File: config.mk
export PLATFORM = sky130hd
export DESIGN_NAME = adc_spi_responder
export DESIGN_NICKNAME = d
export VERILOG_FILES = /design/src/rtl/adc_spi_pkg.sv /design/src/rtl/adc_spi_sync_edge.sv /design/src/rtl/adc_spi_responder.sv
export SDC_FILE = /design/constraint.sdc
export NUM_CORES = 1
export LEC_CHECK = 0
export CAP_MARGIN = 5
export CORE_MARGIN = 4
export CORE_UTILIZATION = 55
export DETAILED_ROUTE_END_ITERATION = 10
export GPL_ROUTABILITY_DRIVEN = 0
export GPL_TIMING_DRIVEN = 0
export PLACE_DENSITY_LB_ADDON = 0.1
export SETUP_SLACK_MARGIN = 0.02
export SYNTH_ARGS = -nofsm -noshare
export SYNTH_HDL_FRONTEND = slang
export SYNTH_HIERARCHICAL = 1
export SYNTH_SLANG_ARGS = --single-unit
File: constraint.sdc
create_clock -name clk_clk -period 2.63 [get_ports clk_clk]
set_clock_uncertainty 0.2 [all_clocks]
set_input_delay 0.789 -clock clk_clk [delete_from_list [all_inputs] [get_ports clk_clk]]
set_output_delay 0.789 -clock clk_clk [all_outputs]
set_load 0.01 [all_outputs]
File: src/rtl/adc_spi_pkg.sv
`default_nettype none
//==============================================================================
// Module   : adc_spi_pkg
// Brief    : Shared constants and types for the LTC2308-style ADC responder.
// Revision : 1.0 - initial release
//==============================================================================
package adc_spi_pkg;

    // Default result and config widths of the emulated converter
    localparam int DEF_DATA_W = 12;
    localparam int DEF_CFG_W  = 6;

    // Bit positions inside the 6-bit config word (first bit shifted in is S/D)
    localparam int CFG_SD  = 5;
    localparam int CFG_OS  = 4;
    localparam int CFG_S1  = 3;
    localparam int CFG_S0  = 2;
    localparam int CFG_UNI = 1;
    localparam int CFG_SLP = 0;

    // Responder frame state
    typedef enum logic [1:0] {
        ST_IDLE  = 2'd0,
        ST_SHIFT = 2'd1,
        ST_FETCH = 2'd2
    } adc_state_t;

endpackage : adc_spi_pkg
`default_nettype wire

File: src/rtl/adc_spi_sync_edge.sv
`default_nettype none
//==============================================================================
// Module   : adc_spi_sync_edge
// Brief    : N-stage input synchronizer with single-cycle rise/fall pulses.
// Revision : 1.0 - initial release
//==============================================================================
module adc_spi_sync_edge #(
    parameter int   STAGES  = 2,
    parameter logic RST_VAL = 1'b0
) (
    input  logic clk,
    input  logic rst_n,
    input  logic i_d,
    output logic o_level,
    output logic o_rise,
    output logic o_fall
);

    logic [STAGES-1:0] r_sync;
    logic              r_prev;

    generate
        if (STAGES == 1) begin : g_single
            // Single flop capture of the asynchronous pin
            always_ff @(posedge clk or negedge rst_n) begin
                if (!rst_n) begin
                    r_sync <= RST_VAL;
                end else begin
                    r_sync <= i_d;
                end
            end
        end else begin : g_chain
            // Shift the asynchronous pin through the synchronizer chain
            always_ff @(posedge clk or negedge rst_n) begin
                if (!rst_n) begin
                    r_sync <= {STAGES{RST_VAL}};
                end else begin
                    r_sync <= {r_sync[STAGES-2:0], i_d};
                end
            end
        end
    endgenerate

    // Delayed copy of the synchronized level for edge detection
    always_ff @(posedge clk or negedge rst_n) begin
        if (!rst_n) begin
            r_prev <= RST_VAL;
        end else begin
            r_prev <= r_sync[STAGES-1];
        end
    end

    assign o_level = r_sync[STAGES-1];
    assign o_rise  = r_sync[STAGES-1] & ~r_prev;
    assign o_fall  = ~r_sync[STAGES-1] & r_prev;

endmodule : adc_spi_sync_edge
`default_nettype wire

File: src/rtl/adc_spi_responder.sv
`default_nettype none
//==============================================================================
// Module   : adc_spi_responder
// Brief    : Emulates the 4-wire serial port of an LTC2308-style ADC. Decodes
//            the config word, requests samples upstream and returns the
//            previous frame's conversion result MSB first.
// Revision : 1.0 - initial release
//==============================================================================
module adc_spi_responder
    import adc_spi_pkg::*;
#(
    parameter int DATA_W      = DEF_DATA_W,
    parameter int CFG_W       = DEF_CFG_W,
    parameter int SYNC_STAGES = 2
) (
    input  logic              clk_clk,
    input  logic              reset_reset_n,
    input  logic              spi_cs_n,
    input  logic              spi_sclk,
    input  logic              spi_din,
    output logic              spi_dout,
    output logic              sample_req,
    output logic [2:0]        sample_ch,
    output logic              sample_diff,
    input  logic [DATA_W-1:0] sample_data,
    input  logic              sample_ack,
    output logic [CFG_W-1:0]  cfg_word,
    output logic              cfg_valid,
    output logic              frame_err
);

    localparam int               CNT_W      = $clog2(DATA_W + 1);
    localparam logic [CNT_W-1:0] c_cnt_cfg  = CNT_W'(CFG_W);
    localparam logic [CNT_W-1:0] c_cnt_data = CNT_W'(DATA_W);

    // Synchronized pin events
    logic w_cs_rise, w_cs_fall;
    logic w_sclk_rise, w_sclk_fall;
    logic w_din;
    logic w_cs_level_unused, w_sclk_level_unused;
    logic w_din_rise_unused, w_din_fall_unused;

    // cs_n resets to "low" so a frame already in progress at reset release
    // produces no falling edge and is ignored until cs_n cycles high again.
    adc_spi_sync_edge #(.STAGES(SYNC_STAGES), .RST_VAL(1'b0)) u_sync_cs (
        .clk     (clk_clk),
        .rst_n   (reset_reset_n),
        .i_d     (spi_cs_n),
        .o_level (w_cs_level_unused),
        .o_rise  (w_cs_rise),
        .o_fall  (w_cs_fall)
    );

    adc_spi_sync_edge #(.STAGES(SYNC_STAGES), .RST_VAL(1'b0)) u_sync_sclk (
        .clk     (clk_clk),
        .rst_n   (reset_reset_n),
        .i_d     (spi_sclk),
        .o_level (w_sclk_level_unused),
        .o_rise  (w_sclk_rise),
        .o_fall  (w_sclk_fall)
    );

    adc_spi_sync_edge #(.STAGES(SYNC_STAGES), .RST_VAL(1'b0)) u_sync_din (
        .clk     (clk_clk),
        .rst_n   (reset_reset_n),
        .i_d     (spi_din),
        .o_level (w_din),
        .o_rise  (w_din_rise_unused),
        .o_fall  (w_din_fall_unused)
    );

    // Registered state
    adc_state_t        r_state;
    logic [DATA_W-1:0] r_shift;
    logic [CNT_W-1:0]  r_cnt;
    logic [CFG_W-1:0]  r_cfg_sh;
    logic [DATA_W-1:0] r_result;
    logic              r_dout;
    logic [CFG_W-1:0]  r_cfg_word;
    logic              r_cfg_valid;
    logic              r_frame_err;
    logic              r_req;
    logic [2:0]        r_ch;
    logic              r_diff;

    // Next-state values
    adc_state_t        w_state_nxt;
    logic [DATA_W-1:0] w_shift_nxt;
    logic [CNT_W-1:0]  w_cnt_nxt;
    logic [CFG_W-1:0]  w_cfg_sh_nxt;
    logic [DATA_W-1:0] w_result_nxt;
    logic              w_dout_nxt;
    logic [CFG_W-1:0]  w_cfg_word_nxt;
    logic              w_cfg_valid_nxt;
    logic              w_frame_err_nxt;
    logic              w_req_nxt;
    logic [2:0]        w_ch_nxt;
    logic              w_diff_nxt;
    logic              w_start;
    logic [DATA_W-1:0] w_start_val;

    // Frame state register
    always_ff @(posedge clk_clk or negedge reset_reset_n) begin
        if (!reset_reset_n) begin
            r_state <= ST_IDLE;
        end else begin
            r_state <= w_state_nxt;
        end
    end

    // Next-state and datapath decode
    always_comb begin
        w_state_nxt     = r_state;
        w_shift_nxt     = r_shift;
        w_cnt_nxt       = r_cnt;
        w_cfg_sh_nxt    = r_cfg_sh;
        w_result_nxt    = r_result;
        w_dout_nxt      = r_dout;
        w_cfg_word_nxt  = r_cfg_word;
        w_cfg_valid_nxt = 1'b0;
        w_frame_err_nxt = 1'b0;
        w_req_nxt       = r_req;
        w_ch_nxt        = r_ch;
        w_diff_nxt      = r_diff;
        w_start         = 1'b0;
        w_start_val     = r_result;

        case (r_state)
            ST_IDLE: begin
                if (w_cs_fall) begin
                    w_start = 1'b1;
                end
            end

            ST_SHIFT: begin
                if (w_cs_rise) begin
                    w_dout_nxt = 1'b0;
                    if (r_cnt >= c_cnt_cfg) begin
                        w_cfg_word_nxt  = r_cfg_sh;
                        w_cfg_valid_nxt = 1'b1;
                        w_ch_nxt        = {r_cfg_sh[CFG_S1], r_cfg_sh[CFG_S0], r_cfg_sh[CFG_OS]};
                        w_diff_nxt      = ~r_cfg_sh[CFG_SD];
                        w_req_nxt       = 1'b1;
                        w_state_nxt     = ST_FETCH;
                    end else begin
                        // Frame ended before a full config word arrived
                        w_frame_err_nxt = 1'b1;
                        w_state_nxt     = ST_IDLE;
                    end
                end else begin
                    if (w_sclk_rise) begin
                        if (r_cnt < c_cnt_cfg) begin
                            w_cfg_sh_nxt = {r_cfg_sh[CFG_W-2:0], w_din};
                        end
                        if (r_cnt < c_cnt_data) begin
                            w_cnt_nxt = r_cnt + CNT_W'(1);
                        end
                    end
                    if (w_sclk_fall) begin
                        if (r_cnt < c_cnt_data) begin
                            w_shift_nxt = r_shift << 1;
                            w_dout_nxt  = r_shift[DATA_W-2];
                        end else begin
                            // All result bits served; idle the line low
                            w_dout_nxt = 1'b0;
                        end
                    end
                end
            end

            ST_FETCH: begin
                if (sample_ack) begin
                    // Ack beats a simultaneous cs_n fall: fresh data is served
                    w_result_nxt = sample_data;
                    w_req_nxt    = 1'b0;
                    if (w_cs_fall) begin
                        w_start     = 1'b1;
                        w_start_val = sample_data;
                    end else begin
                        w_state_nxt = ST_IDLE;
                    end
                end else if (w_cs_fall) begin
                    // Sample never arrived: abandon it and replay the old result
                    w_frame_err_nxt = 1'b1;
                    w_req_nxt       = 1'b0;
                    w_start         = 1'b1;
                end
            end

            default: begin
                w_state_nxt = ST_IDLE;
            end
        endcase

        if (w_start) begin
            w_state_nxt  = ST_SHIFT;
            w_shift_nxt  = w_start_val;
            w_dout_nxt   = w_start_val[DATA_W-1];
            w_cnt_nxt    = '0;
            w_cfg_sh_nxt = '0;
        end
    end

    // Datapath and output registers
    always_ff @(posedge clk_clk or negedge reset_reset_n) begin
        if (!reset_reset_n) begin
            r_shift     <= '0;
            r_cnt       <= '0;
            r_cfg_sh    <= '0;
            r_result    <= '0;
            r_dout      <= 1'b0;
            r_cfg_word  <= '0;
            r_cfg_valid <= 1'b0;
            r_frame_err <= 1'b0;
            r_req       <= 1'b0;
            r_ch        <= 3'd0;
            r_diff      <= 1'b0;
        end else begin
            r_shift     <= w_shift_nxt;
            r_cnt       <= w_cnt_nxt;
            r_cfg_sh    <= w_cfg_sh_nxt;
            r_result    <= w_result_nxt;
            r_dout      <= w_dout_nxt;
            r_cfg_word  <= w_cfg_word_nxt;
            r_cfg_valid <= w_cfg_valid_nxt;
            r_frame_err <= w_frame_err_nxt;
            r_req       <= w_req_nxt;
            r_ch        <= w_ch_nxt;
            r_diff      <= w_diff_nxt;
        end
    end

    assign spi_dout    = r_dout;
    assign sample_req  = r_req;
    assign sample_ch   = r_ch;
    assign sample_diff = r_diff;
    assign cfg_word    = r_cfg_word;
    assign cfg_valid   = r_cfg_valid;
    assign frame_err   = r_frame_err;

endmodule : adc_spi_responder
`default_nettype wire
==> flow_summary.json, run 1 <==
{
  "outcome": "completed",
  "power_w": 0.002063,
  "place_inst": 294,
  "postCtsSetupBuffers": 0,
  "drt_iter0_drc": 54,
  "ys_warn_count": 6,
  "final_cells": 302,
  "rows": 24,
  "netlist_area_um2": 2527,
  "max_stage_delay_ns": 0.52,
  "synth.avg_cell_area_um2": 12.04,
  "combPwrFrac_pct": 22.7,
  "grt_pass1_vias": 1699,
  "slew_headroom_pct": 59.33,
  "setup_viol": 0,
  "area_delta_synth_final_pct": 19.80,
  "cts_hold_buf": 0,
  "io_pins": 32,
  "cts_max_path_buffers": 2,
  "fmax_mhz": 434.0,
  "cts_resized": 0,
  "antenna_found_initial": 0,
  "clk-insertion-delay-late_ns": 0.31,
  "viasPerCell": 5.520,
  "reg2reg_to": "r_shift[4]$_DFFE_PN0P_",
  "cp_max_fo": 3,
  "ir_worst_vdd_v": 0.0004443,
  "post-place-ws_ns": 0.1643,
  "syn_nets": 233,
  "ff2ff_setup_slack_ns": 0.61,
  "power_per_cell_area_nw_per_um2": 681.3,
  "fin_util_pct": 68.59,
  "worst_pin_slew_ns": 0.6101,
  "min_path_type": "flip-flop to flip-flop",
  "leakage_nw": 1.422,
  "syn-instance-count": 210,
  "cp_cell_sequence": "buf_4 -> clkdlybuf4s50_1",
  "overflow": 0,
  "p_int_w": 0.001470,
  "critPathCaptureType": "output port",
  "hold_ws_ns": 0.1566,
  "crit_arrival_ns": 1.31,
  "die-height_um": 75.79,
  "crit_required_ns": 1.64,
  "design.core.area_um2": 4414,
  "hold_viol_final": 0,
  "whs_endpoint": "u_sync_sclk/r_sync[1]$_DFF_PN0_",
  "clk_pin_slew_ns": 0.09,
  "cts-root-buf": "clkbuf_8",
  "worst-r2r-cell-count": 6,
  "grt_max_degree": 29,
  "htree_num_levels": 2,
  "p_sw_share_pct": 28.76,
  "cts_tree": "done",
  "drc": 0,
  "period_minus_slack_ns": 2.304,
  "grt_pass1_wl_mm": 7.728,
  "pwr-share-clk_pct": 26.7,
  "p_switching_w": 0.0005933,
  "power.share.sequential_pct": 50.6,
  "cts_buffers": 5,
  "die_w_um": 75.79,
  "start_kind": "flip-flop",
  "fp.dieArea_um2": 5744,
  "worst_slack_ns": 0.3260,
  "cp_slowest_cell": "clkdlybuf4s50_1",
  "num_vias": 1667,
  "min_period_over_period_pct": 87.60,
  "ant_nets": 0,
  "hold_start": "u_sync_sclk/r_sync[0]$_DFF_PN0_",
  "port-buffer-count": 31,
  "wl_per_cell_um": 14.84,
  "cts.sinks": 54,
  "grt_usage_pct": 17.86,
  "first_pass_iters": 4,
  "totalWireLength_mm": 4.483,
  "start_util_pct": 57.26,
  "drive_gt1_share_pct": 19.20,
  "slew_viol_final": 0,
  "r2r-start": "u_sync_cs/r_prev$_DFF_PN0_",
  "grt_setup_unrepaired": "false",
  "min_path_cells": 0,
  "cap_violations": 0,
  "worstSetupPathType": "flip-flop to output port",
  "diodes": 0,
  "dp_hpwl_mm": 3.191,
  "fin_nets": 272
}
[flip-flops by register name, summed over array words and instances (netlist names)]
name                cells
r_result               12
r_shift                11
cfg_word                6
r_cfg_sh                6
r_cnt                   4
r_state                 2
u_sync_cs/r_sync        2
u_sync_din/r_sync       2
u_sync_sclk/r_sync      2
cfg_valid               1
frame_err               1
sample_diff             1
sample_req              1
spi_dout                1
u_sync_cs/r_prev        1
u_sync_sclk/r_prev      1
[cells in the final DEF (no fill, tap or decap), types with 2 or more instances in the layout]
cell type         n
nand4_1           2
ha_1              5
buf_2             3
clkbuf_1          4
o21ai_0           6
nor2b_1           4
a21oi_2           3
mux2i_1          17
nor2_1           12
nand2_1          13
clkbuf_8          5
a32o_1            9
clkdlybuf4s50_1  30
mux2_2           18
buf_4             5
a21oi_1           7
o21a_1            2
inv_1            14
buf_12            2
and2b_2           3
o2bb2ai_1         9
dfrtp_1          54
[area by class of cell]
cell class / count / area (µm²)
repair buffers: 32 / 325.3
clock inverters: 2 / 37.54
plain buffers: 13 / 93.84
clock buffers: 6 / 72.57
multi-input cells: 128 / 1026
flip-flops and latches: 54 / 1351
well taps: 52 / 65.06
inverters: 15 / 56.30
fillers: 340 / 1386
[layer usage]
layer | vias up | GRT usage [%] | routed length, µm | share of wire [%]
met2 | 31 | 29.28 | 2191 | 49
met1 | 820 | 23.65 | 2036 | 45
met5 | - | 0 | 0 | 0
met3 | 5 | 3.958 | 196 | 4.4
li1 | 811 | - | - | -
met4 | 0 | 5.631 | 59 | 1.3
[power by group through the flow]
stage / clock (W) / combinational (W) / sequential [W]
after floorplan: 0 / 0.000336 / 0.00104
after global placement: 0 / 0.000458 / 0.00105
after detailed placement: 0 / 0.000471 / 0.00106
after CTS: 0.000563 / 0.000475 / 0.00104
after global routing: 0.000595 / 0.000529 / 0.00106
final: 0.000551 / 0.000468 / 0.00104
[worst max path at each step]
stage                            start                 endpoint  depth (start not counted)
4_1_cts        cfg_word[2]$_DFFE_PN0P_             sample_ch[1]                          2
6_report       cfg_word[2]$_DFFE_PN0P_             sample_ch[1]                          2
5_1_grt        cfg_word[3]$_DFFE_PN0P_             sample_ch[2]                          2
2_1_floorplan     r_cnt[1]$_DFFE_PN0P_  cfg_word[0]$_DFFE_PN0P_                          4
3_5_place_dp                sample_ack  r_result[5]$_DFFE_PN0P_                          4
3_3_place_gp             reset_reset_n  r_cfg_sh[4]$_DFFE_PN0P_                          1
[stage by stage]
stage / cell area, µm² / setup TNS, ns
2_1_floorplan: 2527 / 0
3_3_place_gp: 2903 / -58.97
3_5_place_dp: 2918 / 0
4_1_cts: 3028 / 0
5_1_grt: 3028 / 0
6_report: 3028 / 0
[critical path, delay by kind of cell, from the launching register on]
kind	cells	cell delay [ns]
flops	1	0.38
buf+inv	2	0.63
No activity file was read; power rests on OpenSTA's default activity.
==> run 2, diff against run 1 <==
--- a/config.mk
+++ b/config.mk
@@ -6,7 +6,6 @@
 export NUM_CORES = 1
 export LEC_CHECK = 0
 export CAP_MARGIN = 5
-export CORE_MARGIN = 4
 export CORE_UTILIZATION = 55
 export DETAILED_ROUTE_END_ITERATION = 10
 export GPL_ROUTABILITY_DRIVEN = 0
==> flow_summary.json, run 2 (synthesis results as in run 1) <==
{
  "outcome": "completed",
  "clk_pin_slew_ns": 0.09,
  "fp.dieArea_um2": 4871,
  "drt_iter0_drc": 87,
  "leakage_nw": 1.428,
  "power_w": 0.002067,
  "path_depth": 2,
  "postCtsSetupBuffers": 0,
  "cts.sinks": 54,
  "totalWireLength_mm": 4.485,
  "cts-root-buf": "clkbuf_8",
  "min_period_over_period_pct": 88.11,
  "r2r-start": "u_sync_cs/r_sync[1]$_DFF_PN0_",
  "filler_cell_count": 361,
  "ff2ff_setup_slack_ns": 0.60,
  "final_common_cell": "dfrtp_1",
  "io_pins": 32,
  "max_stage_delay_ns": 0.52,
  "critPathCaptureType": "output port",
  "viasPerCell": 5.542,
  "largest_reg_flops": 12,
  "period_minus_slack_ns": 2.317,
  "grt_pass1_wl_mm": 7.700,
  "cp_cell_sequence": "buf_4 -> clkdlybuf4s50_1",
  "start_util_pct": 57.65,
  "diodes": 0,
  "cts_tree": "done",
  "reg2reg_to": "r_shift[8]$_DFFE_PN0P_",
  "die-height_um": 69.79,
  "design.core.area_um2": 4384,
  "hold_start": "u_sync_cs/r_sync[0]$_DFF_PN0_",
  "antenna_found_initial": 0,
  "first_pass_iters": 4,
  "layout_common_cells": "dfrtp_1 (54), clkdlybuf4s50_1 (30), mux2_2 (18)",
  "slew_headroom_pct": 59.98,
  "rows": 24,
  "min_path_cells": 0,
  "cp_max_fo": 3,
  "cts_max_path_buffers": 2,
  "clk-insertion-delay-late_ns": 0.31,
  "worst-r2r-cell-count": 6,
  "ant_nets": 0,
  "num_vias": 1668,
  "die_w_um": 69.79,
  "placedInstanceArea_um2": 2918,
  "whs_endpoint": "u_sync_cs/r_sync[1]$_DFF_PN0_",
  "grt_setup_unrepaired": "false",
  "port-buffer-count": 31,
  "cts_resized": 0,
  "regMostFlops": "r_result",
  "start_kind": "flip-flop",
  "final_cells": 301,
  "wl_per_cell_um": 14.90,
  "grt_pass1_vias": 1657,
  "critPathTopFamily": "buffers and inverters",
  "hold_viol_final": 0,
  "htree_num_levels": 2,
  "power_per_cell_area_nw_per_um2": 682.0,
  "cts_buffers": 5,
  "final_cell_area_um2": 3030,
  "dp_hpwl_mm": 3.155,
  "finalSetupTns_ns": 0,
  "drc": 0,
  "overflow": 0,
  "fin_nets": 272,
  "largestRegisters": "r_result x12, r_shift x11",
  "cap_violations": 0,
  "worstSetupPathType": "flip-flop to output port",
  "crit_required_ns": 1.64,
  "fmax_mhz": 431.5,
  "slew_viol_final": 0,
  "grt_usage_pct": 19.97,
  "drive_gt1_share_pct": 19.28,
  "cp_slowest_cell": "clkdlybuf4s50_1",
  "worst_pin_slew_ns": 0.6003,
  "grt_max_degree": 30,
  "crit_buf_inv": 2,
  "place_inst": 294,
  "cts_hold_buf": 0,
  "min_path_type": "flip-flop to flip-flop",
  "ir_worst_vdd_v": 0.0004267,
  "crit_arrival_ns": 1.33,
  "setup_viol": 0,
  "area_delta_synth_final_pct": 19.90
}
==> run 2: cell count changes in the layout (fill, tap and decap cells not counted), sizes merged <==
cell,previous run,this run
clkinvlp,1,0
==> run 2: cell type report <==
| type | count | area, µm² | area share (%) |
|---|---|---|---|
| sequential | 54 | 1351 | 44.59 |
| multi-input combinational | 128 | 1026 | 33.86 |
| timing repair buffer | 32 | 325.3 | 10.73 |
| buffer | 13 | 93.84 | 3.097 |
| clock buffer | 6 | 82.58 | 2.725 |
| tap | 52 | 65.06 | 2.147 |
| inverter | 15 | 56.30 | 1.858 |
| clock inverter | 1 | 30.03 | 0.9909 |
==> run 2: worst reg2reg max path: stages (launching register included) <==
cell and delay (ns):
dfrtp_1 0.37, nor2b_1 0.46, nor2b_4 0.10, and3_1 0.21, buf_6 0.13, nor2_2 0.31, o2bb2ai_1 0.17
==> run 2: power breakdown <==
group / switching, W / total (W) / internal, W / leakage (nW)
clock network: 0.000255 / 0.000559 / 0.000305 / 0.0573
logic: 0.000238 / 0.000466 / 0.000228 / 0.659
registers: 0.0000848 / 0.00104 / 0.000957 / 0.712
==> run 2: how the worst max path moves through the flow <==
stage / slack [ns] / to / from
after floorplan: 0.82 / cfg_word[0]$_DFFE_PN0P_ / r_cnt[1]$_DFFE_PN0P_
after global routing: 0.26 / sample_ch[1] / cfg_word[2]$_DFFE_PN0P_
after CTS: 0.30 / sample_ch[1] / cfg_word[2]$_DFFE_PN0P_
after detailed placement: 0.16 / r_result[5]$_DFFE_PN0P_ / sample_ack
final: 0.31 / sample_ch[1] / cfg_word[2]$_DFFE_PN0P_
after global placement: -1.09 / cfg_word[3]$_DFFE_PN0P_ / reset_reset_n
==> run 2: routing by layer <==
layer / GRT usage [%] / share of wire [%] / vias to the layer above / wire length (µm)
met4: 6.000 / 1.4 / 0 / 62
met2: 31.94 / 48 / 32 / 2151
met3: 4.797 / 3.6 / 7 / 162
li1: - / - / 814 / -
met1: 27.06 / 47 / 815 / 2109
met5: 0 / 0 / - / 0
==> run 2: through the flow <==
stage          util, %  setup WS, ns  hold WS, ns
6_report         69.12        0.3127       0.1528
5_1_grt          69.12        0.2645       0.1729
4_1_cts          69.12        0.3018       0.1569
3_5_place_dp     66.55        0.1603       0.1356
3_3_place_gp     66.21        -1.088       0.1351
2_1_floorplan        -        0.8161       0.1312
